--- config.mk ---
export PLATFORM = sky130hd
export DESIGN_NAME = updown_bounce_counter
export DESIGN_NICKNAME = d
export VERILOG_FILES = /design/src/rtl/updown_counter_pkg.sv /design/src/rtl/counter_regfile.sv /design/src/rtl/updown_bounce_counter.sv
export SDC_FILE = /design/constraint.sdc
export NUM_CORES = 1
export LEC_CHECK = 0
export CAP_MARGIN = 10
export CORE_MARGIN = 5
export CORE_UTILIZATION = 60
export CTS_BUF_LIST = sky130_fd_sc_hd__clkbuf_4
export CTS_CLUSTER_DIAMETER = 40
export DETAILED_ROUTE_END_ITERATION = 6
export HOLD_SLACK_MARGIN = 0.08
export MAX_ROUTING_LAYER = met4
export PLACE_DENSITY_LB_ADDON = 0.12
export SYNTH_ARGS = -nofsm -noshare
export SYNTH_HDL_FRONTEND = slang
export SYNTH_HIERARCHICAL = 1
export SYNTH_SLANG_ARGS = --single-unit
--- constraint.sdc ---
create_clock -name clk_in -period 8.4 [get_ports clk_in]
set_input_delay 0.84 -clock clk_in [delete_from_list [all_inputs] [get_ports clk_in]]
set_output_delay 0.84 -clock clk_in [all_outputs]
set_load 0.01 [all_outputs]
--- src/rtl/updown_counter_pkg.sv ---
`default_nettype none
// ============================================================================
// Module   : updown_counter_pkg
// Purpose  : Shared types and constants for the up/down bounce counter:
//            counting-mode enum, FSM state encoding, register addresses and
//            MODE register bit positions.
// Revision : 1.0  initial release
// ============================================================================
package updown_counter_pkg;

    // Counting mode held in MODE[1:0]; the reserved code behaves as bounce.
    typedef enum logic [1:0] {
        c_MODE_BOUNCE    = 2'b00,
        c_MODE_UP_WRAP   = 2'b01,
        c_MODE_DOWN_WRAP = 2'b10,
        c_MODE_RESERVED  = 2'b11
    } mode_e;

    // Counter FSM; in bounce mode the state names the direction of the next step.
    typedef enum logic [1:0] {
        c_ST_IDLE   = 2'b00,
        c_ST_UP     = 2'b01,
        c_ST_DOWN   = 2'b10,
        c_ST_RETURN = 2'b11
    } state_e;

    // Register map
    localparam logic [2:0] c_ADDR_PLR    = 3'd0;
    localparam logic [2:0] c_ADDR_ULR    = 3'd1;
    localparam logic [2:0] c_ADDR_LLR    = 3'd2;
    localparam logic [2:0] c_ADDR_CCR    = 3'd3;
    localparam logic [2:0] c_ADDR_MODE   = 3'd4;
    localparam logic [2:0] c_ADDR_STATUS = 3'd5;

    // MODE register fields
    localparam int c_MODE_SEL_LSB   = 0;
    localparam int c_MODE_SEL_MSB   = 1;
    localparam int c_MODE_ABORT_BIT = 2;

endpackage : updown_counter_pkg
`default_nettype wire

--- src/rtl/counter_regfile.sv ---
`default_nettype none
// ============================================================================
// Module   : counter_regfile
// Purpose  : Programming registers (PLR, ULR, LLR, CCR, MODE) of the up/down
//            bounce counter, with bus write gating, the combinational read
//            mux and the limit-consistency check.
// Ports    : clk, rst_n      - clock, asynchronous active-low reset
//            i_ncs/i_nwr/i_nrd, i_addr, i_din, o_dout - register bus
//            i_busy          - counter running; blocks all writes but abort
//            i_remaining     - remaining-cycle count for STATUS readback
//            o_plr/o_ulr/o_llr/o_ccr/o_mode - register contents
//            o_abort         - MODE write with the abort bit set (this clock)
//            o_err           - limit configuration invalid
// Revision : 1.0  initial release
// ============================================================================
module counter_regfile
    import updown_counter_pkg::*;
#(
    parameter int WIDTH     = 8,
    parameter int CCR_WIDTH = 8
) (
    input  logic                 clk,
    input  logic                 rst_n,
    input  logic                 i_ncs,
    input  logic                 i_nwr,
    input  logic                 i_nrd,
    input  logic [2:0]           i_addr,
    input  logic [WIDTH-1:0]     i_din,
    output logic [WIDTH-1:0]     o_dout,
    input  logic                 i_busy,
    input  logic [CCR_WIDTH-1:0] i_remaining,
    output logic [WIDTH-1:0]     o_plr,
    output logic [WIDTH-1:0]     o_ulr,
    output logic [WIDTH-1:0]     o_llr,
    output logic [CCR_WIDTH-1:0] o_ccr,
    output mode_e                o_mode,
    output logic                 o_abort,
    output logic                 o_err
);

    localparam logic [WIDTH-1:0] c_ONE = WIDTH'(1);

    logic [WIDTH-1:0]     r_plr;
    logic [WIDTH-1:0]     r_ulr;
    logic [WIDTH-1:0]     r_llr;
    logic [CCR_WIDTH-1:0] r_ccr;
    mode_e                r_mode;

    logic w_wr;
    logic w_wr_en;

    // A cycle with both strobes low is treated as a read, never a write.
    assign w_wr    = ~i_ncs & ~i_nwr & i_nrd;
    assign o_abort = w_wr && (i_addr == c_ADDR_MODE) && i_din[c_MODE_ABORT_BIT];
    // The abort write is the only one that may land while a run is active.
    assign w_wr_en = w_wr & (~i_busy | o_abort);

    always_ff @(posedge clk or negedge rst_n) begin
        if (!rst_n) begin
            r_plr  <= c_ONE;
            r_ulr  <= '1;
            r_llr  <= '0;
            r_ccr  <= '0;
            r_mode <= c_MODE_BOUNCE;
        end else if (w_wr_en) begin
            case (i_addr)
                c_ADDR_PLR:  r_plr  <= i_din;
                c_ADDR_ULR:  r_ulr  <= i_din;
                c_ADDR_LLR:  r_llr  <= i_din;
                c_ADDR_CCR:  r_ccr  <= CCR_WIDTH'(i_din);
                c_ADDR_MODE: r_mode <= mode_e'(i_din[c_MODE_SEL_MSB:c_MODE_SEL_LSB]);
                default:     ;
            endcase
        end
    end

    always_comb begin
        o_dout = '0;
        if (!i_ncs && !i_nrd) begin
            case (i_addr)
                c_ADDR_PLR:    o_dout = r_plr;
                c_ADDR_ULR:    o_dout = r_ulr;
                c_ADDR_LLR:    o_dout = r_llr;
                c_ADDR_CCR:    o_dout = WIDTH'(r_ccr);
                c_ADDR_MODE:   o_dout = WIDTH'(r_mode);       // abort bit is never stored
                c_ADDR_STATUS: o_dout = WIDTH'(i_remaining);
                default:       o_dout = '0;
            endcase
        end
    end

    assign o_err  = (r_plr < r_llr) || (r_plr > r_ulr) || (r_llr > r_ulr);
    assign o_plr  = r_plr;
    assign o_ulr  = r_ulr;
    assign o_llr  = r_llr;
    assign o_ccr  = r_ccr;
    assign o_mode = r_mode;

endmodule : counter_regfile
`default_nettype wire

--- src/rtl/updown_bounce_counter.sv ---
`default_nettype none
// ============================================================================
// Module   : updown_bounce_counter
// Purpose  : Register-mapped programmable counter. Runs CCR cycles between
//            the lower and upper limits in bounce, up-wrap or down-wrap mode,
//            starting and finishing at the preload value.
// Ports    : clk_in, reset_in (async, active-low)
//            ncs_in, nwr_in, nrd_in, addr_in, din_in, dout_out - register bus
//            start_in  - start request (rising edge)
//            count_out, dir_out, busy_out, err_out, ec_out - status outputs
// Revision : 1.0  initial release
// ============================================================================
module updown_bounce_counter
    import updown_counter_pkg::*;
#(
    parameter int WIDTH     = 8,
    parameter int CCR_WIDTH = 8
) (
    input  logic             clk_in,
    input  logic             reset_in,
    input  logic             ncs_in,
    input  logic             nwr_in,
    input  logic             nrd_in,
    input  logic [2:0]       addr_in,
    input  logic [WIDTH-1:0] din_in,
    output logic [WIDTH-1:0] dout_out,
    input  logic             start_in,
    output logic [WIDTH-1:0] count_out,
    output logic             dir_out,
    output logic             busy_out,
    output logic             err_out,
    output logic             ec_out
);

    localparam logic [WIDTH-1:0]     c_ONE     = WIDTH'(1);
    localparam logic [CCR_WIDTH-1:0] c_REM_ONE = CCR_WIDTH'(1);

    logic [WIDTH-1:0]     w_plr;
    logic [WIDTH-1:0]     w_ulr;
    logic [WIDTH-1:0]     w_llr;
    logic [CCR_WIDTH-1:0] w_ccr;
    mode_e                w_mode;
    logic                 w_abort;
    logic                 w_err;

    logic                 r_start_q;
    state_e               r_state;
    logic [WIDTH-1:0]     r_count;
    logic                 r_dir;
    logic                 r_busy;
    logic                 r_ec;
    logic [CCR_WIDTH-1:0] r_remaining;

    logic                 w_start_edge;
    logic                 w_start_ok;
    logic                 w_all_eq;
    state_e               w_start_state;
    logic [WIDTH-1:0]     w_step_count;
    state_e               w_step_state;
    logic                 w_cycle_done;

    counter_regfile #(
        .WIDTH     (WIDTH),
        .CCR_WIDTH (CCR_WIDTH)
    ) u_regfile (
        .clk         (clk_in),
        .rst_n       (reset_in),
        .i_ncs       (ncs_in),
        .i_nwr       (nwr_in),
        .i_nrd       (nrd_in),
        .i_addr      (addr_in),
        .i_din       (din_in),
        .o_dout      (dout_out),
        .i_busy      (r_busy),
        .i_remaining (r_remaining),
        .o_plr       (w_plr),
        .o_ulr       (w_ulr),
        .o_llr       (w_llr),
        .o_ccr       (w_ccr),
        .o_mode      (w_mode),
        .o_abort     (w_abort),
        .o_err       (w_err)
    );

    assign w_start_edge = start_in & ~r_start_q;
    assign w_start_ok   = w_start_edge & ~ncs_in & ~r_busy & ~w_err & (w_ccr != '0);
    assign w_all_eq     = (w_plr == w_ulr) && (w_plr == w_llr);

    // First state of a run. Degenerate all-equal limits always report "up".
    always_comb begin
        w_start_state = c_ST_UP;
        if (!w_all_eq) begin
            if (w_mode == c_MODE_DOWN_WRAP) begin
                w_start_state = c_ST_DOWN;
            end else if ((w_mode != c_MODE_UP_WRAP) && (w_plr == w_ulr)) begin
                w_start_state = c_ST_DOWN;
            end
        end
    end

    // One counting step. Turn-around decisions are taken on arrival at a
    // limit, so every step moves the count by exactly one.
    always_comb begin
        w_step_count = r_count;
        w_step_state = r_state;
        w_cycle_done = 1'b0;
        if (w_all_eq) begin
            w_cycle_done = 1'b1;
        end else begin
            case (w_mode)
                c_MODE_UP_WRAP: begin
                    w_step_count = (r_count == w_ulr) ? w_llr : r_count + c_ONE;
                    w_cycle_done = (w_step_count == w_plr);
                end
                c_MODE_DOWN_WRAP: begin
                    w_step_count = (r_count == w_llr) ? w_ulr : r_count - c_ONE;
                    w_cycle_done = (w_step_count == w_plr);
                end
                default: begin
                    case (r_state)
                        c_ST_UP: begin
                            w_step_count = r_count + c_ONE;
                            if (w_step_count == w_ulr) begin
                                w_step_state = c_ST_DOWN;
                            end
                        end
                        c_ST_DOWN: begin
                            w_step_count = r_count - c_ONE;
                            if (w_step_count == w_llr) begin
                                // Preload at the lower limit: no return leg.
                                if (w_plr == w_llr) begin
                                    w_cycle_done = 1'b1;
                                    w_step_state = c_ST_UP;
                                end else begin
                                    w_step_state = c_ST_RETURN;
                                end
                            end
                        end
                        c_ST_RETURN: begin
                            w_step_count = r_count + c_ONE;
                            if (w_step_count == w_plr) begin
                                w_cycle_done = 1'b1;
                                w_step_state = (w_plr == w_ulr) ? c_ST_DOWN : c_ST_UP;
                            end
                        end
                        default: ;
                    endcase
                end
            endcase
        end
    end

    always_ff @(posedge clk_in or negedge reset_in) begin
        if (!reset_in) begin
            r_start_q   <= 1'b0;
            r_state     <= c_ST_IDLE;
            r_count     <= '0;
            r_dir       <= 1'b0;
            r_busy      <= 1'b0;
            r_ec        <= 1'b0;
            r_remaining <= '0;
        end else begin
            // The edge detector keeps sampling while deselected so that an
            // edge seen during ncs_in=1 is consumed rather than deferred.
            r_start_q <= start_in;
            r_ec      <= 1'b0;
            if (w_abort) begin
                r_state     <= c_ST_IDLE;
                r_busy      <= 1'b0;
                r_remaining <= '0;
            end else if (!ncs_in) begin
                if (r_busy) begin
                    r_count <= w_step_count;
                    if (w_cycle_done && (r_remaining == c_REM_ONE)) begin
                        r_state     <= c_ST_IDLE;
                        r_busy      <= 1'b0;
                        r_remaining <= '0;
                        r_ec        <= 1'b1;
                    end else begin
                        r_state <= w_step_state;
                        r_dir   <= (w_step_state != c_ST_DOWN);
                        if (w_cycle_done) begin
                            r_remaining <= r_remaining - c_REM_ONE;
                        end
                    end
                end else if (w_start_ok) begin
                    r_count     <= w_plr;
                    r_busy      <= 1'b1;
                    r_remaining <= w_ccr;
                    r_state     <= w_start_state;
                    r_dir       <= (w_start_state != c_ST_DOWN);
                end
            end
        end
    end

    assign count_out = r_count;
    assign dir_out   = r_dir;
    assign busy_out  = r_busy;
    assign err_out   = w_err;
    assign ec_out    = r_ec;

endmodule : updown_bounce_counter
`default_nettype wire
==> impl_summary.md, run 1 <==
Layout
The filler cells instantiated in the layout total 873. The count of cells in the finished layout, fillers not included, comes to 797. The area growth from synthesis to layout is 5.95%. The final antenna diode count is 0. The share of layout cells above drive strength 1 is 12.8%. The count of nets after finishing is 709. The library cells used most frequently in the layout, excluding fill and tap cells, are 47 x sky130_fd_sc_hd__nand2_1, 47 x sky130_fd_sc_hd__dfrtp_1, 38 x sky130_fd_sc_hd__nor2_1, 38 x sky130_fd_sc_hd__xor2_1. At the end of the flow the core is filled with cells to 64.1%.

Floorplan
The count of standard-cell rows is 36. For this configuration, the core starts out at a cell density of 60.5%. The die boundary width is 109 um.

The I/O pin count is 37. From bottom edge to top edge, the die measures 109 um. The core region is 0.00964 mm^2. The die outline area is 0.0118 mm^2.

Placement
After detailed placement, the design holds a cell count of 789. At the end of routability-driven placement, the weighted congestion stood at 1.00. The pre-CTS worst setup slack is 4.32 ns.

Detailed placement ended at an HPWL of 13000 um. In this run the tool buffered the top-level ports with 36 buffer cells.

Synthesis
The average cell area after synthesis is 8.78 um^2. After synthesis, the netlist uses 82 different library cells. The cell area after technology mapping is 0.00583 mm^2. Of all cell types, the one taking the most synthesized area is sky130_fd_sc_hd__dfrtp_1. Synthesis produced a netlist with a net count of 710.

The number of register bits inferred by synthesis is 56. The post-synthesis sequential area ratio is 24.2%. The share of the synthesized area in the top cell type is 20.2%. After synthesis, the share of flip-flops with an asynchronous set or reset is 100%. For this run, the leading register cell type out of synthesis is sky130_fd_sc_hd__dfrtp_1.

By area the synthesized netlist is led by sky130_fd_sc_hd__dfrtp_1 20%, sky130_fd_sc_hd__mux2_2 7.0%, sky130_fd_sc_hd__ha_1 6.2%. Counting flops with a built-in enable in the synthesized netlist gives 0. The number of standard cells after synthesis is 664. Yosys printed 6 warnings.

CTS
The master cell of the clock root buffer is sky130_fd_sc_hd__clkbuf_4. The number of buffers inserted for hold repair after clock tree synthesis is 0. Clock latency on the worst-skew pair, taken at its later pin, is 0.43 ns. The number of buffers created by CTS is 5. The clock net in this run drives a total of 56 sinks. Counting along the longest clock path gives a buffer depth of 2.

TritonCTS built the clock tree. The clock transition at the register clock pins on the worst setup and hold paths after CTS is 0.20 ns. After clock tree synthesis, the setup repair step added 0 buffers. Once the clock tree was built, the resizer swapped 0 gates to a different size. The depth of the CTS H-tree is 2.

Status
The run finished with clean final reports.

Route
The detailed-route DRC error count is 0. The number of routed nets with antenna violations is 0. The detail-routed via count per cell is 6.57. The count of routing violations after the opening detailed-route iteration is 526. After detailed routing, the total wire length is 18100 um.

Before antenna repair, the detailed router went through 5 iterations. The total via count after detailed routing is 5235. The routed length per placed instance is 22.7 um.

Timing
The final period utilization is 49.0%. The final hold violation count came to 0. Setup repair after global routing left no endpoint under its margin. The final setup violation count is 0. The post-route minimum period is 4.11 ns.

Setup slack closes at 4.29 ns. Between clock sinks in the finished design, the worst skew comes to 0.0203 ns. The summed negative setup slack over all endpoints is 0 ns.

The max-slew violation count is 0. The highest attainable clock frequency is 0.243 GHz. The slew at the pin closest to its max-slew limit is 0.865 ns.

The relative slew slack is 41.9%.

Worst setup path
At the worst endpoint, the arrival time is 3.27 ns. The critical path class is input port to output pin. For the worst setup path, the data required time is 7.56 ns.

STA classifies the critical path startpoint as an input port. The nature of the critical path endpoint is an output pin. The critical-path maximum fanout is 16.

Power and ir drop
VDD sags by at most 0.207 mV. The portion of total power attributed to combinational logic is 63.3%. The internal power of the cells totals 0.00102 W. The clock network burns 6.3% of the power. Dividing total power by cell area gives a power density of 353 mW/mm^2. The overall power consumption is 0.00218 W.

The relative contribution of sequential cells to total power is 30.3%. The net switching power is 0.00116 W. The leakage power summed over all cells is 2.49 nW. Of the total power, the share spent switching nets is 53.2%.

GRT
The initial antenna violation count is 0. The global-route wire length before repair is 28900 um. The global-route congestion overflow total is 0.

The global router's overall resource usage is 33.1%. The via count of the first global-routing pass is 5181. The pin count of the biggest net entering global routing is 57.

Run
The number of violations of the max-capacitance limit is 0.

Worst hold path
In this run the worst hold path is classified as input port to asynchronous set/reset pin.
-- registers in the layout, indices dropped and copies added (netlist names), 2 cells and up --
signal / cells
count_out: 8
r_remaining: 8
r_state: 2
u_regfile/o_ccr: 8
u_regfile/o_llr: 8
u_regfile/o_mode: 2
u_regfile/o_plr: 8
u_regfile/o_ulr: 8
-- through the flow --
stage	area [um^2]	hold WS, ns
finish	6180	0.522
global route	6180	0.569
CTS	6180	0.544
detailed placement	6110	0.527
global placement	6110	0.512
floorplan	5830	0.520
-- critical path, cell delays in order --
cell and delay [ns]:
sky130_fd_sc_hd__clkdlybuf4s50_1 0.99, sky130_fd_sc_hd__and2b_1 0.39, sky130_fd_sc_hd__a22oi_1 0.14, sky130_fd_sc_hd__o22a_1 0.21
sky130_fd_sc_hd__nor3_1 0.13, sky130_fd_sc_hd__clkdlybuf4s50_1 0.57
-- area by class of cell --
cell class | count | area (um^2) | share of cell area [%]
multi-input cells | 525 | 4020 | 65.2
flip-flops and latches | 56 | 1410 | 22.9
repair buffers | 38 | 370 | 6.00
well taps | 133 | 166 | 2.69
inverters | 37 | 139 | 2.25
clock buffers | 5 | 37.5 | 0.608
clock inverters | 3 | 26.3 | 0.425
-- layer usage --
layer	global-route usage [%]	vias to the layer above	wire, um
met4	7.94	0	334
met5	-	-	0
met2	51.4	236	8440
met3	6.81	27	1490
met1	44.4	2562	7850
li1	-	2410	-
-- worst paths after layout --
| check | startpoint | end | slack (ns) | cells after the start |
|---|---|---|---|---|
| setup / recovery | addr_in[0] | dout_out[1] | 4.29 | 6 |
| max in group asynchronous | reset_in | u_regfile/o_ccr[5]$_DFFE_PN0P_ | 7.35 | 2 |
| hold / removal | reset_in | count_out[2]$_DFFE_PN0P_ | 0.52 | 2 |
| min in group clk_in | dir_out$_DFFE_PN0P_ | dir_out$_DFFE_PN0P_ | 0.54 | 2 |
| setup reg to reg | count_out[0]$_DFFE_PN0P_ | r_remaining[1]$_DFFE_PN0P_ | 4.35 | 10 |
| hold reg to reg | dir_out$_DFFE_PN0P_ | dir_out$_DFFE_PN0P_ | 0.54 | 2 |
-- cells by family after synthesis --
kind of cell,count (synthesis),share of synthesized area [%]
AND/OR/NAND/NOR,208,19.6
buffers and inverters,83,6.74
XOR/XNOR,79,13.4
adder cells (fa/ha/maj),29,6.22
multiplexers,57,12.1
AO/OA/AOI/OAI,152,17.7
flip-flops,56,24.2
-- power by group through the flow --
| stage | logic (W) | clock network (W) | registers (W) |
|---|---|---|---|
| 2_1_floorplan | 0.00116 | 0 | 0.000475 |
| 3_3_place_gp | 0.00132 | 0 | 0.000653 |
| 3_5_place_dp | 0.00135 | 0 | 0.000655 |
| 4_1_cts | 0.00136 | 0.000142 | 0.000650 |
| 5_1_grt | 0.00152 | 0.000153 | 0.000673 |
| 6_report | 0.00138 | 0.000138 | 0.000662 |
-- synthesized netlist by cell type, types with 9 or more instances --
cell and count:
sky130_fd_sc_hd__nand2b_1 14, sky130_fd_sc_hd__dfstp_2 9, sky130_fd_sc_hd__ha_1 29, sky130_fd_sc_hd__o21ai_0 30, sky130_fd_sc_hd__a21oi_1 33, sky130_fd_sc_hd__or3_1 10
sky130_fd_sc_hd__xor2_1 38, sky130_fd_sc_hd__xnor2_1 33, sky130_fd_sc_hd__nor4_1 12, sky130_fd_sc_hd__nor3_1 22, sky130_fd_sc_hd__nor2_1 38, sky130_fd_sc_hd__a211oi_1 12
sky130_fd_sc_hd__nand3_1 15, sky130_fd_sc_hd__clkbuf_1 27, sky130_fd_sc_hd__dfrtp_1 47, sky130_fd_sc_hd__inv_1 36, sky130_fd_sc_hd__mux2_2 36, sky130_fd_sc_hd__mux2i_1 13
sky130_fd_sc_hd__nand2_1 47
Power figures use the tool's default switching activity.
==> run 2, diff against run 1 <==
Settings changed: CORE_UTILIZATION 60 to 57.
Clock period 8.4 ns to 3.4 ns, I/O delays scaled along.
==> run 2 against run 1 <==
  * Utilization increased by 0.88 points
  * Clock power increased by 140%
  * Critical endpoint is now r_remaining[0]$_DFFE_PN0P_
  * Register-to-register slack got worse by 4.2 ns
  * Routed wire length increased by 8.4%
  * Critical path type is now register to register
  * Worst hold slack got worse by 0.13 ns
  * Sequential cell count unchanged
  * Combinational power increased to 3.0 times the previous value
  * Sequential share of layout area decreased by 1.4 points
  * Die area increased by 4.8%
  * Clock-buffer cell count increased by 1
==> impl_summary.md, run 2 (same netlist as run 1, synthesis figures left out) <==
Status
The run finished with clean final reports.

Layout
The count of nets after finishing is 757 (+6.8%). The library cells used most frequently in the layout, excluding fill and tap cells, are 49 x sky130_fd_sc_hd__buf_4, 47 x sky130_fd_sc_hd__nand2_1, 45 x sky130_fd_sc_hd__dfrtp_1. The library cell used most frequently in the layout, excluding fill and tap cells, is sky130_fd_sc_hd__buf_4.

The filler-free cell count of the finished design was 848 (+6.4%). The final antenna diode count is 0 (unchanged). The share of layout cells above drive strength 1 was 19.2% (+6.4 points). The post-route core utilization is 65.0% (+0.88 points). The area growth from synthesis to layout is 13.0%.

GRT
The initial antenna violation count came to 0 (unchanged). The global router's overall resource usage was 32.8% (-0.28 points). The pin count of the biggest net entering global routing was 30 (-47%).

The via count of the first global-routing pass came to 5647 (+9.0%). The global-route congestion overflow total came to 0 (unchanged). The global-route wire length before repair is 31200 um (+7.8%).

Worst setup path
The critical-path maximum fanout is 10 (-6). The reg-to-reg endpoint is r_remaining[0]$_DFFE_PN0P_. The endpoint required time on the critical path came to 3.72 ns (-3.84 ns). STA classifies the critical path endpoint as a register. The launch point of the worst reg-to-reg path is u_regfile/o_llr[6]$_DFFE_PN0P_. The cell depth of the worst flop-to-flop path was 10 (unchanged). The worst setup slack for register-to-register paths came to 0.12 ns (-4.23 ns). The critical path data arrival time is 3.60 ns (+0.33 ns). The critical path class is register to register. The type of origin of the critical path is a register.

Floorplan
The die boundary width came to 111 um (+2.4%). The I/O pin count is 37 (unchanged). The die height was 111 um (+2.4%). The placeable core region came to 0.0101 mm^2 (+5.2%). The initial core utilization is 57.5% (-3.0 points). The die outline area is 0.0123 mm^2 (+4.8%).

The count of standard-cell rows is 37 (+2.8%).

Route
The total wire length came to 19600 um (+8.4%). The number of optimization iterations in the first detailed-route pass is 5 (unchanged). The uppermost layer routed is met4. The detailed-route DRC error count is 0 (unchanged). The routed length per placed instance is 23.1 um (+1.9%). The total via count after detailed routing was 5625 (+7.4%). The detail-routed via count per cell came to 6.63 (+0.99%). The number of routed nets with antenna violations is 0 (unchanged). The count of routing violations after the opening detailed-route iteration is 418 (-21%).

The detailed route wirelength on metal3 is 1790 um (+20%). The met1 routed wirelength after detailed routing was 8120 um (+3.5%). The amount of wire on met2 after detailed routing was 9000 um (+6.6%).

Timing
The final hold violation count was 0 (unchanged). The final period utilization is 96.5%. The max-slew violation count came to 0 (unchanged). The worst clock skew came to 0.0228 ns (+0.00247 ns).

The clock period could shrink to 3.28 ns. The slew at the pin closest to its max-slew limit came to 0.768 ns (-0.0967 ns). The final setup violation count is 0 (unchanged).

The summed negative setup slack over all endpoints is 0 ns (unchanged). The highest attainable clock frequency is 0.305 GHz. Setup repair after global routing left no endpoint under its margin. The post-layout worst setup margin is 0.121 ns (-4.17 ns). The worst-case hold slack came to 0.397 ns (-0.125 ns). The relative slew slack is 48.8% (+6.9 points).

Placement
The count of buffers inserted at the top-level ports is 36 (unchanged). The global placer's final weighted congestion is 1.05 (+4.7%). The half-perimeter wire length after detailed placement is 15000 um (+15%). The pre-CTS worst setup slack came to 0.0373 ns (-4.28 ns). The placed cell count is 839 (+6.3%).

CTS
The depth of the CTS H-tree was 2 (unchanged). The clock transition at the register clock pins on the worst setup and hold paths after CTS is 0.18 ns (-0.02 ns). The clock latency at the later pin of the worst-skew pair is 0.41 ns (-0.02 ns). The number of buffers inserted to repair setup after CTS is 0 (unchanged).

The maximum number of buffers from clock root to sink is 2 (unchanged). The TritonCTS clock tree is done. The clock sink count came to 56 (unchanged). The number of buffers created by CTS was 5 (unchanged). The master cell of the clock root buffer is sky130_fd_sc_hd__clkbuf_4.

Worst hold path
The count of cells along the worst hold path is 1. The worst hold-check path type is input port to register. The startpoint identified for the worst hold timing path is start_in. The path with the worst hold slack has its endpoint at r_start_q$_DFF_PN0_.

Power and ir drop
The leakage power summed over all cells is 2.76 nW (+11%). The peak supply drop is 0.376 mV (+81%). The portion of total power attributed to combinational logic was 70.1% (+6.8 points). The internal power summed over all cells is 0.00281 W (+180%).

The net switching power came to 0.00302 W (+160%). The total power per unit cell area is 886 mW/mm^2 (+150%). The proportion of power drawn by the clock network is 5.7% (-0.6 points).

The relative contribution of sequential cells to total power is 24.2% (-6.1 points). The switching part of the total is 51.7% (-1.5 points).

Run
The number of violations of the max-capacitance limit is 0 (unchanged).
## run 2: final cells by class
type / instances / area [um^2]
Multi-Input combinational cell: 525 / 4070
Sequential cell: 56 / 1420
Inverter: 37 / 139
Clock inverter: 2 / 13.8
Timing Repair Buffer: 86 / 733
Tap cell: 136 / 170
Fill cell: 886 / 3550
Clock buffer: 6 / 45.0
## run 2: repair_timing
action / in CTS / in global routing
endpoints found under the hold margin: 27 / 0
gates resized for setup: 0 / 9
endpoints found under the setup margin: 0 / 13
hold buffers: 1 / 0
## run 2: how the worst max path moves through the flow
stage | startpoint | end | slack, ns | cells past startpoint
2_1_floorplan | count_out[0]$_DFFE_PN0P_ | r_remaining[0]$_DFFE_PN0P_ | 0.06 | 13
5_1_grt | u_regfile/o_ulr[1]$_DFFE_PN1P_ | r_state[1]$_DFFE_PN0P_ | 0.02 | 13
3_3_place_gp | count_out[0]$_DFFE_PN0P_ | r_remaining[0]$_DFFE_PN0P_ | 0.04 | 10
6_report | u_regfile/o_llr[6]$_DFFE_PN0P_ | r_remaining[0]$_DFFE_PN0P_ | 0.12 | 10
3_5_place_dp | count_out[0]$_DFFE_PN0P_ | r_remaining[0]$_DFFE_PN0P_ | 0.04 | 10
4_1_cts | count_out[0]$_DFFE_PN0P_ | r_remaining[0]$_DFFE_PN0P_ | 0.003 | 10
## run 2: worst max-delay path, stage by stage, from the launching register on
cell and delay (ns):
sky130_fd_sc_hd__dfrtp_1 0.74, sky130_fd_sc_hd__xor2_2 0.21, sky130_fd_sc_hd__or4_4 0.49, sky130_fd_sc_hd__nor3_1 0.30
sky130_fd_sc_hd__a31oi_2 0.12, sky130_fd_sc_hd__and4_1 0.24, sky130_fd_sc_hd__nor4_4 0.31, sky130_fd_sc_hd__o2111a_1 0.24
sky130_fd_sc_hd__buf_4 0.17, sky130_fd_sc_hd__o221ai_1 0.12, sky130_fd_sc_hd__a311oi_1 0.27
## run 2: power groups by stage
stage               Combinational [W]  Sequential, W  Clock (W)
CTS                           0.00398        0.00138   0.000335
floorplan                     0.00286        0.00117          0
detailed placement            0.00395        0.00139          0
finish                        0.00409        0.00141   0.000331
global route                  0.00446        0.00142   0.000359
global placement              0.00389        0.00138          0
## run 2: stage by stage
step                cell area (um^2)  total power [W]
floorplan                       5830          0.00404
global route                    6590          0.00625
detailed placement              6470          0.00535
finish                          6590          0.00583
CTS                             6540          0.00569
global placement                6470          0.00527
## run 2: routing by layer
layer	up-vias	global-route usage, %
met3	65	6.71
met1	2730	42.1
met4	0	11.4
li1	2523	-
met5	-	-
met2	307	51.7
==> run 3, diff against run 2 <==
Settings changed: CORE_UTILIZATION 57 to 60.
Clock period 3.4 ns to 4.1 ns, I/O delays scaled along.
==> run 3 against run 2 <==
  * Register-to-register slack improved by 0.32 ns
  * Global-route usage grew 0.93 points
  * Power shrank 20%
  * Non-clock buffer count fell by 27
  * Sequential share of layout area increased by 0.75 points
  * Critical path type unchanged
==> impl_summary.md, run 3 (same netlist as run 1, synthesis figures left out) <==
Worst hold path
The worst hold-check path type is input port to asynchronous set/reset pin.

Floorplan
The I/O pin count is 37 (unchanged). The die boundary width is 109 um (-2.3%). The die height is 109 um (-2.3%). The placeable core region is 0.00964 mm^2 (-4.9%). The initial core utilization is 60.5% (+3.0 points). The count of standard-cell rows is 36 (-2.7%). The die outline area is 0.0118 mm^2 (-4.6%).

Power and ir drop
The total power per unit cell area came to 732 mW/mm^2 (-17%). The peak supply drop was 0.393 mV (+4.5%). The leakage power summed over all cells is 2.61 nW (-5.2%).

CTS
The root buffer cell chosen for the clock tree is sky130_fd_sc_hd__clkbuf_4. The clock sink count is 56 (unchanged). The depth of the CTS H-tree is 2 (unchanged). The number of buffers created by CTS is 5 (unchanged).

The clock transition at the register clock pins on the worst setup and hold paths after CTS was 0.20 ns (+0.02 ns). The maximum number of buffers from clock root to sink is 2 (unchanged). The number of buffers inserted to repair setup after CTS is 0 (unchanged). The clock latency at the later pin of the worst-skew pair is 0.42 ns (about the same). The TritonCTS clock tree is done.

Layout
The library cell used most frequently in the layout, excluding fill and tap cells, is sky130_fd_sc_hd__nand2_1. The count of nets after finishing came to 730 (-3.6%). The final antenna diode count is 0 (unchanged).

Leaving out fill and tap cells, the most frequent cells in the layout are 47 x sky130_fd_sc_hd__nand2_1, 46 x sky130_fd_sc_hd__dfrtp_1, 38 x sky130_fd_sc_hd__nor2_1, 38 x sky130_fd_sc_hd__xor2_1. From synthesis to final layout, the design area changed by 9.06%. The number of filler instances in the final layout came to 847 (-4.4%). The share of layout cells above drive strength 1 is 15.5% (-3.8 points). The filler-free cell count of the finished design came to 818 (-3.5%).

The post-route cell area is 0.00636 mm^2 (-3.5%).

Route
The detailed-route DRC error count is 0 (unchanged). The count of routing violations after the opening detailed-route iteration is 492 (+18%). The number of optimization iterations in the first detailed-route pass is 5 (unchanged). The total via count after detailed routing is 5426 (-3.5%). The number of routed nets with antenna violations is 0 (unchanged). The total wire length is 18500 um (-5.7%). The routed length per placed instance came to 22.6 um (-2.2%).

The detail-routed via count per cell is 6.63 (about the same).

Worst setup path
The critical-path maximum fanout came to 15 (+5). STA classifies the critical path endpoint as a register. The worst setup slack for register-to-register paths was 0.44 ns (+0.32 ns). The slowest stage of the critical path is the sky130_fd_sc_hd__dfrtp_2 cell. Traced cell by cell, the critical path runs through inv_1 > ha_1 > xor2_1 > or4_1 > or4_1 > o221ai_2 > or3_1 > o21bai_1 > o221ai_1 > a311oi_1. STA classifies the critical path startpoint as a register. The critical path data arrival time was 3.99 ns (+0.39 ns). The worst setup path is of the register to register kind. The cell repeated most along the worst path is sky130_fd_sc_hd__or4_1.

The endpoint required time on the critical path is 4.43 ns (+0.71 ns). Grouping stages by cell kind, the critical path spends the most delay in simple AND/OR/NAND/NOR gates. The delay of the slowest cell on the worst path is 0.59 ns (-0.15 ns). The buffers plus inverters on the worst setup path is 1 (unchanged).

Timing
The final hold violation count is 0 (unchanged). The post-route minimum period was 3.66 ns (+0.376 ns). The worst clock skew is 0.0284 ns (+0.00559 ns). The relative slew slack came to 47.5% (-1.3 points). Setup repair after global routing left no endpoint under its margin. The max-slew violation count came to 0 (unchanged). The highest attainable clock frequency is 0.274 GHz (-10%). The final setup violation count is 0 (unchanged).

The slew at the pin closest to its max-slew limit is 0.781 ns (+0.0126 ns). The summed negative setup slack over all endpoints came to 0 ns (unchanged). The final period utilization is 89.2% (-7.3 points).

GRT
The via count of the first global-routing pass is 5305 (-6.1%). The global router's overall resource usage is 33.7% (+0.93 points). The pin count of the biggest net entering global routing is 42 (+40%). The layer with the highest usage is met2.

The global-route congestion overflow total is 0 (unchanged). The global-route wire length before repair was 29600 um (-5.0%). The met2 usage in global routing is 51.9% (+0.20 points). The met1 track demand over resource is 45.8% (+3.6 points).

The met3 track demand over resource in global routing is 4.84% (-1.9 points). The initial antenna violation count is 0 (unchanged).

Status
The flow ran to the end, and the final reports show no timing, DRC or antenna violations.

Placement
The count of buffers inserted at the top-level ports is 36 (unchanged). The half-perimeter wire length after detailed placement is 13900 um (-7.8%). The global placer's final weighted congestion is 1.08 (+2.7%). The placed cell count is 809 (-3.6%). The post-detailed-placement cell area is 0.00626 mm^2 (-3.2%).

Run
The number of violations of the max-capacitance limit is 0 (unchanged).
[run 3: cell types whose count changed in the layout (fill, tap and decap cells not counted), sizes merged]
cell    change
buf        -27
bufinv      +1
clkbuf      -1
[run 3: repair_timing]
item,CTS,global route
hold buffers,1,0
hold endpoints to repair,15,0
endpoints found under the setup margin,0,1
resized for setup,0,1
[run 3: power breakdown]
group	internal [W]	switching, W	total, W
clock	0.000132	0.000208	0.000340
combinational	0.00136	0.00170	0.00306
sequential	0.000745	0.000505	0.00125
[run 3: path summary, 6_finish.rpt]
check / startpoint / to / depth (start not counted)
worst min-delay path: reset_in / count_out[3]$_DFFE_PN0P_ / 2
worst max-delay path: count_out[0]$_DFFE_PN0P_ / r_remaining[6]$_DFFE_PN0P_ / 10
max in group asynchronous: reset_in / u_regfile/o_ulr[3]$_DFFE_PN1P_ / 3
min in group clk_in: start_in / r_start_q$_DFF_PN0_ / 1
worst max register to register: count_out[0]$_DFFE_PN0P_ / r_remaining[6]$_DFFE_PN0P_ / 10
worst min register to register: dir_out$_DFFE_PN0P_ / dir_out$_DFFE_PN0P_ / 2
[run 3: final cells by class]
class | count | area [um^2] | area share, %
Inverter | 37 | 139 | 2.18
Timing Repair Buffer | 59 | 531 | 8.34
Sequential cell | 56 | 1410 | 22.2
Clock buffer | 5 | 37.5 | 0.590
Clock inverter | 3 | 46.3 | 0.728
Tap cell | 133 | 166 | 2.62
Multi-Input combinational cell | 525 | 4020 | 63.3
[run 3: worst reg2reg max path, delay by kind of cell (launching register included)]
| family | cells | cell delay (ns) |
|---|---|---|
| DFF | 1 | 0.59 |
| buffers and inverters | 1 | 0.13 |
| AOI/OAI and AO/OA | 4 | 0.97 |
| adders and majority gates | 1 | 0.46 |
| and+or+nand+nor | 3 | 1.23 |
| xor gates and xnor gates | 1 | 0.19 |
[run 3: layer usage]
layer	vias to the layer above	share of wire (%)
met5	-	0
met3	46	9.4
met1	2609	42
met4	0	2.8
li1	2463	-
met2	308	46
[run 3: per-stage QoR]
step	hold WS (ns)	setup slack [ns]	power (W)	utilization (%)
floorplan	0.114	0.758	0.00335	-
global placement	0.355	0.440	0.00417	65.0
detailed placement	0.367	0.340	0.00424	65.0
CTS	0.421	0.297	0.00459	65.9
global route	0.458	0.171	0.00498	66.0
finish	0.417	0.444	0.00465	66.0
